`config.mk`:
```
export PLATFORM = sky130hd
export DESIGN_NAME = mult_alu_sequencer
export DESIGN_NICKNAME = d
export VERILOG_FILES = /design/src/rtl/mult_alu_sequencer.sv
export SDC_FILE = /design/constraint.sdc
export NUM_CORES = 1
export LEC_CHECK = 0
export ABC_AREA = 1
export BUFFER_PORTS_ARGS = -buffer_cell sky130_fd_sc_hd__buf_2
export CAP_MARGIN = 20
export CORE_MARGIN = 2
export CORE_UTILIZATION = 40
export CTS_BUF_LIST = sky130_fd_sc_hd__clkbuf_16
export DETAILED_ROUTE_END_ITERATION = 10
export PLACE_DENSITY = 0.71
export SLEW_MARGIN = 0
export SYNTH_ARGS = -nofsm -noshare
export SYNTH_HDL_FRONTEND = slang
export SYNTH_SLANG_ARGS = --single-unit
```
`constraint.sdc`:
```
create_clock -name clk -period 8.1 [get_ports clk]
set_clock_uncertainty 0.05 [all_clocks]
set_input_delay 1.62 -clock clk [delete_from_list [all_inputs] [get_ports clk]]
set_output_delay 1.62 -clock clk [all_outputs]
set_load 0.05 [all_outputs]
```
`src/rtl/mult_alu_sequencer.sv`:
```
// rtl/mult_alu_sequencer.sv - unsigned WIDTHxWIDTH multiplier that borrows the shared EX-stage ALU one add per cycle
module mult_alu_sequencer #(
    parameter int WIDTH = 32,
    parameter int CNT_W = 6
) (
    input  logic             clk,
    input  logic             rst,
    input  logic             start,
    input  logic [WIDTH-1:0] op_a,
    input  logic [WIDTH-1:0] op_b,
    input  logic             alu_gnt,
    input  logic [WIDTH-1:0] alu_out,
    output logic             alu_req,
    output logic [WIDTH-1:0] alu_a,
    output logic [WIDTH-1:0] alu_b,
    output logic [2:0]       alu_operation,
    output logic             busy,
    output logic             done,
    output logic [WIDTH-1:0] hi_out,
    output logic [WIDTH-1:0] lo_out
);

    typedef enum logic [1:0] {
        S_IDLE = 2'd0,
        S_ITER = 2'd1,
        S_DONE = 2'd2
    } state_t;

    localparam logic [2:0]       ALU_ADD  = 3'b010;
    localparam logic [2:0]       ALU_NONE = 3'b000;
    localparam logic [CNT_W-1:0] CNT_LAST = CNT_W'(WIDTH - 1);
    localparam logic [CNT_W-1:0] CNT_ONE  = CNT_W'(1);

    state_t             state_q, state_d;
    logic [WIDTH-1:0]   hi_q, hi_d;
    logic [WIDTH-1:0]   lo_q, lo_d;
    logic [WIDTH-1:0]   mcand_q, mcand_d;
    logic [CNT_W-1:0]   cnt_q, cnt_d;
    logic               carry;

    // State and datapath registers; reset aborts any multiply in flight
    always_ff @(posedge clk or posedge rst) begin
        if (rst) begin
            state_q <= S_IDLE;
            hi_q    <= '0;
            lo_q    <= '0;
            mcand_q <= '0;
            cnt_q   <= '0;
        end else begin
            state_q <= state_d;
            hi_q    <= hi_d;
            lo_q    <= lo_d;
            mcand_q <= mcand_d;
            cnt_q   <= cnt_d;
        end
    end

    // Next-state, shift-add step and ALU request/operand outputs
    always_comb begin
        state_d       = state_q;
        hi_d          = hi_q;
        lo_d          = lo_q;
        mcand_d       = mcand_q;
        cnt_d         = cnt_q;
        carry         = 1'b0;
        alu_req       = 1'b0;
        alu_a         = '0;
        alu_b         = '0;
        alu_operation = ALU_NONE;
        busy          = 1'b0;
        done          = 1'b0;

        case (state_q)
            S_IDLE: begin
                if (start) begin
                    mcand_d = op_a;
                    hi_d    = '0;
                    lo_d    = op_b;
                    cnt_d   = '0;
                    state_d = S_ITER;
                end
            end

            S_ITER: begin
                busy          = 1'b1;
                alu_req       = 1'b1;
                alu_a         = hi_q;
                alu_b         = lo_q[0] ? mcand_q : '0;
                alu_operation = ALU_ADD;
                // A cycle without grant leaves every register untouched
                if (alu_gnt) begin
                    // The wrapped sum is smaller than hi exactly when the add overflowed
                    carry = (alu_out < hi_q);
                    hi_d  = {carry, alu_out[WIDTH-1:1]};
                    lo_d  = {alu_out[0], lo_q[WIDTH-1:1]};
                    cnt_d = cnt_q + CNT_ONE;
                    if (cnt_q == CNT_LAST) begin
                        state_d = S_DONE;
                    end
                end
            end

            S_DONE: begin
                busy    = 1'b1;
                done    = 1'b1;
                state_d = S_IDLE;
            end

            default: begin
                state_d = S_IDLE;
            end
        endcase
    end

    assign hi_out = hi_q;
    assign lo_out = lo_q;

endmodule
```
# Word-level counts from Yosys, hierarchy flattened
# Cells that the tools add are included.
[word_totals]
ff_bits = 104
latch_bits = 0
ramBits = 0
romBits = 0
in_bits = 100
output_inout_bits = 134
n_memories = 0
[op_classes]
add_sub_neg = 1
mul = 0
div = 0
order_cmp = 1
n_eq_ne = 6
n_shift = 0
n_mux = 20
n_bitwise = 0
reduce_logical = 6
[ops]
columns = ["cell", "n"]
rows = [
  ["$mux W32", 7],
  ["$pmux W32 S2", 2],
  ["$lt A32 B32 Y1", 1],
  ["$mux W6", 2],
  ["$pmux W6 S2", 1],
  ["$mux W2", 4],
  ["$add A6 B1 Y6 const B", 1],
  ["$eq A6 B5 Y1 const B", 1],
  ["$ne A2 B2 Y1 const B", 3],
  ["$reduce_and A3 Y1", 2],
  ["$pmux W2 S2", 1],
  ["$mux W1", 3],
  ["$eq A2 B1 Y1 const B", 1],
  ["$eq A2 B2 Y1 const B", 1],
  ["$logic_not A2 Y1", 1],
  ["$reduce_and A2 Y1", 1],
  ["$reduce_bool A2 Y1", 1],
  ["$reduce_or A2 Y1", 1],
]

# Depth between registers and ports, before layout
[logic_depth]
depth_word = 4
mapped_depth = 13

# Least setup slack after synthesis
# Ideal clock, no wire load.
[synth_timing]
kind = "register to output"
start = "reg state_q[1]"
end = "out alu_b[10]"
arrival_time_ns = 2.326
required_ns = 6.430
path_slack_ns = 4.104
path_stages_with_launch = 7
path_cell_list = "dfrtp_1 > inv_1 > ha_1 > buf_4 > nand2_1 > clkbuf_1 > nor2_1"
[synth_via]
elab_chain_len = 2
[synth_rtl]
columns = ["item", "line_no", "rtl"]
rows = [
  ["start, declared", "34", "state_t state_q, state_d;"],
  ["start signal, assigned", "50", "state_q <= state_d;"],
  ["$eq A2 B1 Y1", "73", "case (state_q)"],
  ["$mux W32", "73", ""],
  ["end, declared", "15", "output logic [WIDTH-1:0] alu_b,"],
]
# No other way between the ends.

# Worst setup path after layout
[layout_timing]
start = "reg state_q[1]"
end = "out alu_a[27]"
[layout_via]
elab_chain_len = 2
[layout_rtl]
columns = ["item", "line_no", "rtl"]
rows = [
  ["$eq A2 B1 Y1", "73", ""],
  ["$mux W32", "73", ""],
  ["end, declared", "14", "output logic [WIDTH-1:0] alu_a,"],
]
# No other way between the ends.

==> reports/metrics.cfg <==
[run_status]
status=completed

[setup_path]
rr_worst_depth=9
r2r_setup_slack_ps=5010
worstPathArrival_ps=2240
rr_endpoint=cnt_q[4]
cp.required_ps=6430
critical_path.max_fanout=77
worstSetupEndpointType=output port
rr_startpoint=state_q[1]
critPathLaunchType=flip-flop
path_class=reg -> out

[yosys]
synthAdderAreaFrac=0.0810
syn_area_um2=5560
synth_edf_count=0
synth.area.mux_share=0
synthSimpleGateAreaFrac=0.158
synth_most_common_cell=inv_1
ys_types=30
ys_top_cells_by_count=inv_1 (141), nand2_1 (123), dfrtp_1 (104), o21ai_0 (74), nor2_1 (39)
ys_async_sr_fraction=1.00
yosys_warnings=0
synth.top_cell.area_share=0.468
netlist_top_cells_area=dfrtp_1 (47%), inv_1 (9.5%), nand2_1 (8.3%)
synth_compound_area_frac=0.161
ys.flop_type=dfrtp_1
synth_top_area_cell=dfrtp_1
synth_top_family_by_area=compound AO/OA/AOI/OAI gates
synth_seq_cells=104
ys_seq_area_frac=0.468
syn_area_per_cell_um2=8.22
synth_cells=676
synthXorXnorAreaFrac=0

[sta]
timing.final.crit_share=0.482
slew_headroom=0.428
period_minus_slack_ps=3910
finalSetupTns_ps=0
max_freq_ghz=0.256
hold_viol_final=0
setup_viol=0
tightest_slew_ps=857
rsz0062_at_grt=false
final_max_slew_viol_count=0

[drt]
drtIter0Drc=281
wl_um=13800
routedWlPerCell_um=12.9
first_pass_iters=5
vias=5105
route.detailed.drc=0
ant_nets=0
vias_per_cell=4.76

[floorplan]
fp.coreArea_um2=13700
die_area_um2=14900
start_util=0.405
fp-row-count=43
ioPinCount=234
die_w_um=122
dieHeight_um=122

[finish]
fillCellCount=1362
drive_gt1_frac=0.303
area_growth_syn_to_layout_pct=28.6
n_antenna_cell=0
multi_input_area_um2=2230
seq_area_um2=2600
stdcell_count=1073
layout.nets=1024

[cts]
postCtsSetupBuffers=0
htree_levels=3
cts_buffers=9
clock-sinks=104
cts_max_path_buffers=2
cts_root_buffer=clkbuf_16
post_cts_resized=0
cts_hold_buf=0
clock_latency_ps=340
cts_tree=done
path_clk_slew_ps=70

[grt]
grt.overflow.total=0
grt_usage=0.183
grt_first_pass_wirelength_um=21600
grt_pass1_vias=4563
grt_max_degree=80
antenna_found_initial=0

[power_and_ir_drop]
p_per_area_nw_per_um2=447
ir_drop_v=0.000224
power.leakage_nw=4.06

[placed_design]
gp_congestion=0.877
dp_hpwl_um=9910
port_buffers=231
dp_cells=1056

[worst_hold_path]
hold-path-cell-count=1
min_to=state_q[1]
min_from=cnt_q[5]
hp-class=reg -> reg

[job]
cap_violations=0

==> cell type report <==
| type | instances | share of cell area |
|---|---|---|
| well taps | 180 | 0.0315 |
| clock buffers | 9 | 0.0315 |
| flip-flops and latches | 104 | 0.364 |
| clock inverters | 7 | 0.0147 |
| multi-input cells | 394 | 0.312 |
| inverters | 143 | 0.0758 |
| repair buffers | 236 | 0.170 |
==> stage by stage <==
stage | hold slack, ps | power, W | cell area [um2] | util | setup WS, ps
2_1_floorplan | 422 | 0.00234 | 5560 | - | 3700
3_3_place_gp | 451 | 0.00270 | 6790 | 0.495 | 4510
3_5_place_dp | 460 | 0.00273 | 6790 | 0.495 | 4510
4_1_cts | 478 | 0.00322 | 7120 | 0.519 | 4130
5_1_grt | 500 | 0.00343 | 7150 | 0.521 | 4040
6_report | 476 | 0.00320 | 7150 | 0.521 | 4190
==> state kept, by name (all words and copies together), names as in the netlist <==
| name | count |
|---|---|
| state_q | 2 |
| hi_out | 32 |
| lo_out | 32 |
| cnt_q | 6 |
| mcand_q | 32 |
==> worst max-delay path: stages, from the launching register on <==
cell and delay [ps]:
dfrtp_1 400, inv_1 110, ha_2 200, buf_4 620, nand2_1 130, inv_1 90, buf_2 260
==> power by group <==
group | internal (W) | switching, W | total (W)
sequential | 0.000740 | 0.000127 | 0.000866
clock | 0.000275 | 0.000202 | 0.000477
combinational | 0.000437 | 0.00142 | 0.00185
==> layer usage <==
| layer | vias up | part of all wire | track usage |
|---|---|---|---|
| li1 | 2561 | - | - |
| met1 | 2357 | 0.44 | 0.241 |
| met2 | 173 | 0.47 | 0.299 |
| met3 | 14 | 0.076 | 0.0403 |
| met4 | 0 | 0.015 | 0.0603 |
| met5 | - | 0 | 0 |
==> worst max path at each step <==
| stage | slack [ps] | depth (start not counted) | to | startpoint |
|---|---|---|---|---|
| 6_report | 4190 | 6 | alu_a[27] | state_q[1] |
| 2_1_floorplan | 3700 | 1 | cnt_q[0] | rst |
| 4_1_cts | 4130 | 5 | alu_b[5] | state_q[1] |
| 3_5_place_dp | 4510 | 5 | alu_b[5] | state_q[1] |
| 5_1_grt | 4040 | 6 | alu_a[26] | state_q[1] |
| 3_3_place_gp | 4510 | 5 | alu_b[5] | state_q[1] |
==> logic make-up after synthesis <==
logic type,count (synthesis)
AND/OR/NAND/NOR,213
AO/OA/AOI/OAI,143
flip-flops,104
other,1
buffers and inverters,179
adder cells (fa/ha/maj),36
==> cell usage in the layout, fill, tap and decap left out <==
cell,n
a21oi_1,20
a22oi_1,16
and3_1,2
buf_16,1
buf_2,231
buf_4,4
bufinv_16,2
clkbuf_16,9
clkinv_4,3
clkinvlp_4,1
conb_1,2
dfrtp_1,104
ha_1,35
ha_2,1
inv_1,140
inv_2,1
inv_4,2
inv_8,1
nand2_1,123
nand2_2,2
nand3_1,36
nand4_1,3
nor2_1,39
nor2_2,3
nor3_1,3
nor3b_1,2
o211ai_1,1
o211ai_4,1
o21a_1,2
o21ai_0,74
o21ai_1,13
o221ai_1,5
o221ai_2,9
o22ai_1,1
o31ai_1,1
(Power assumes the default switching activity.)
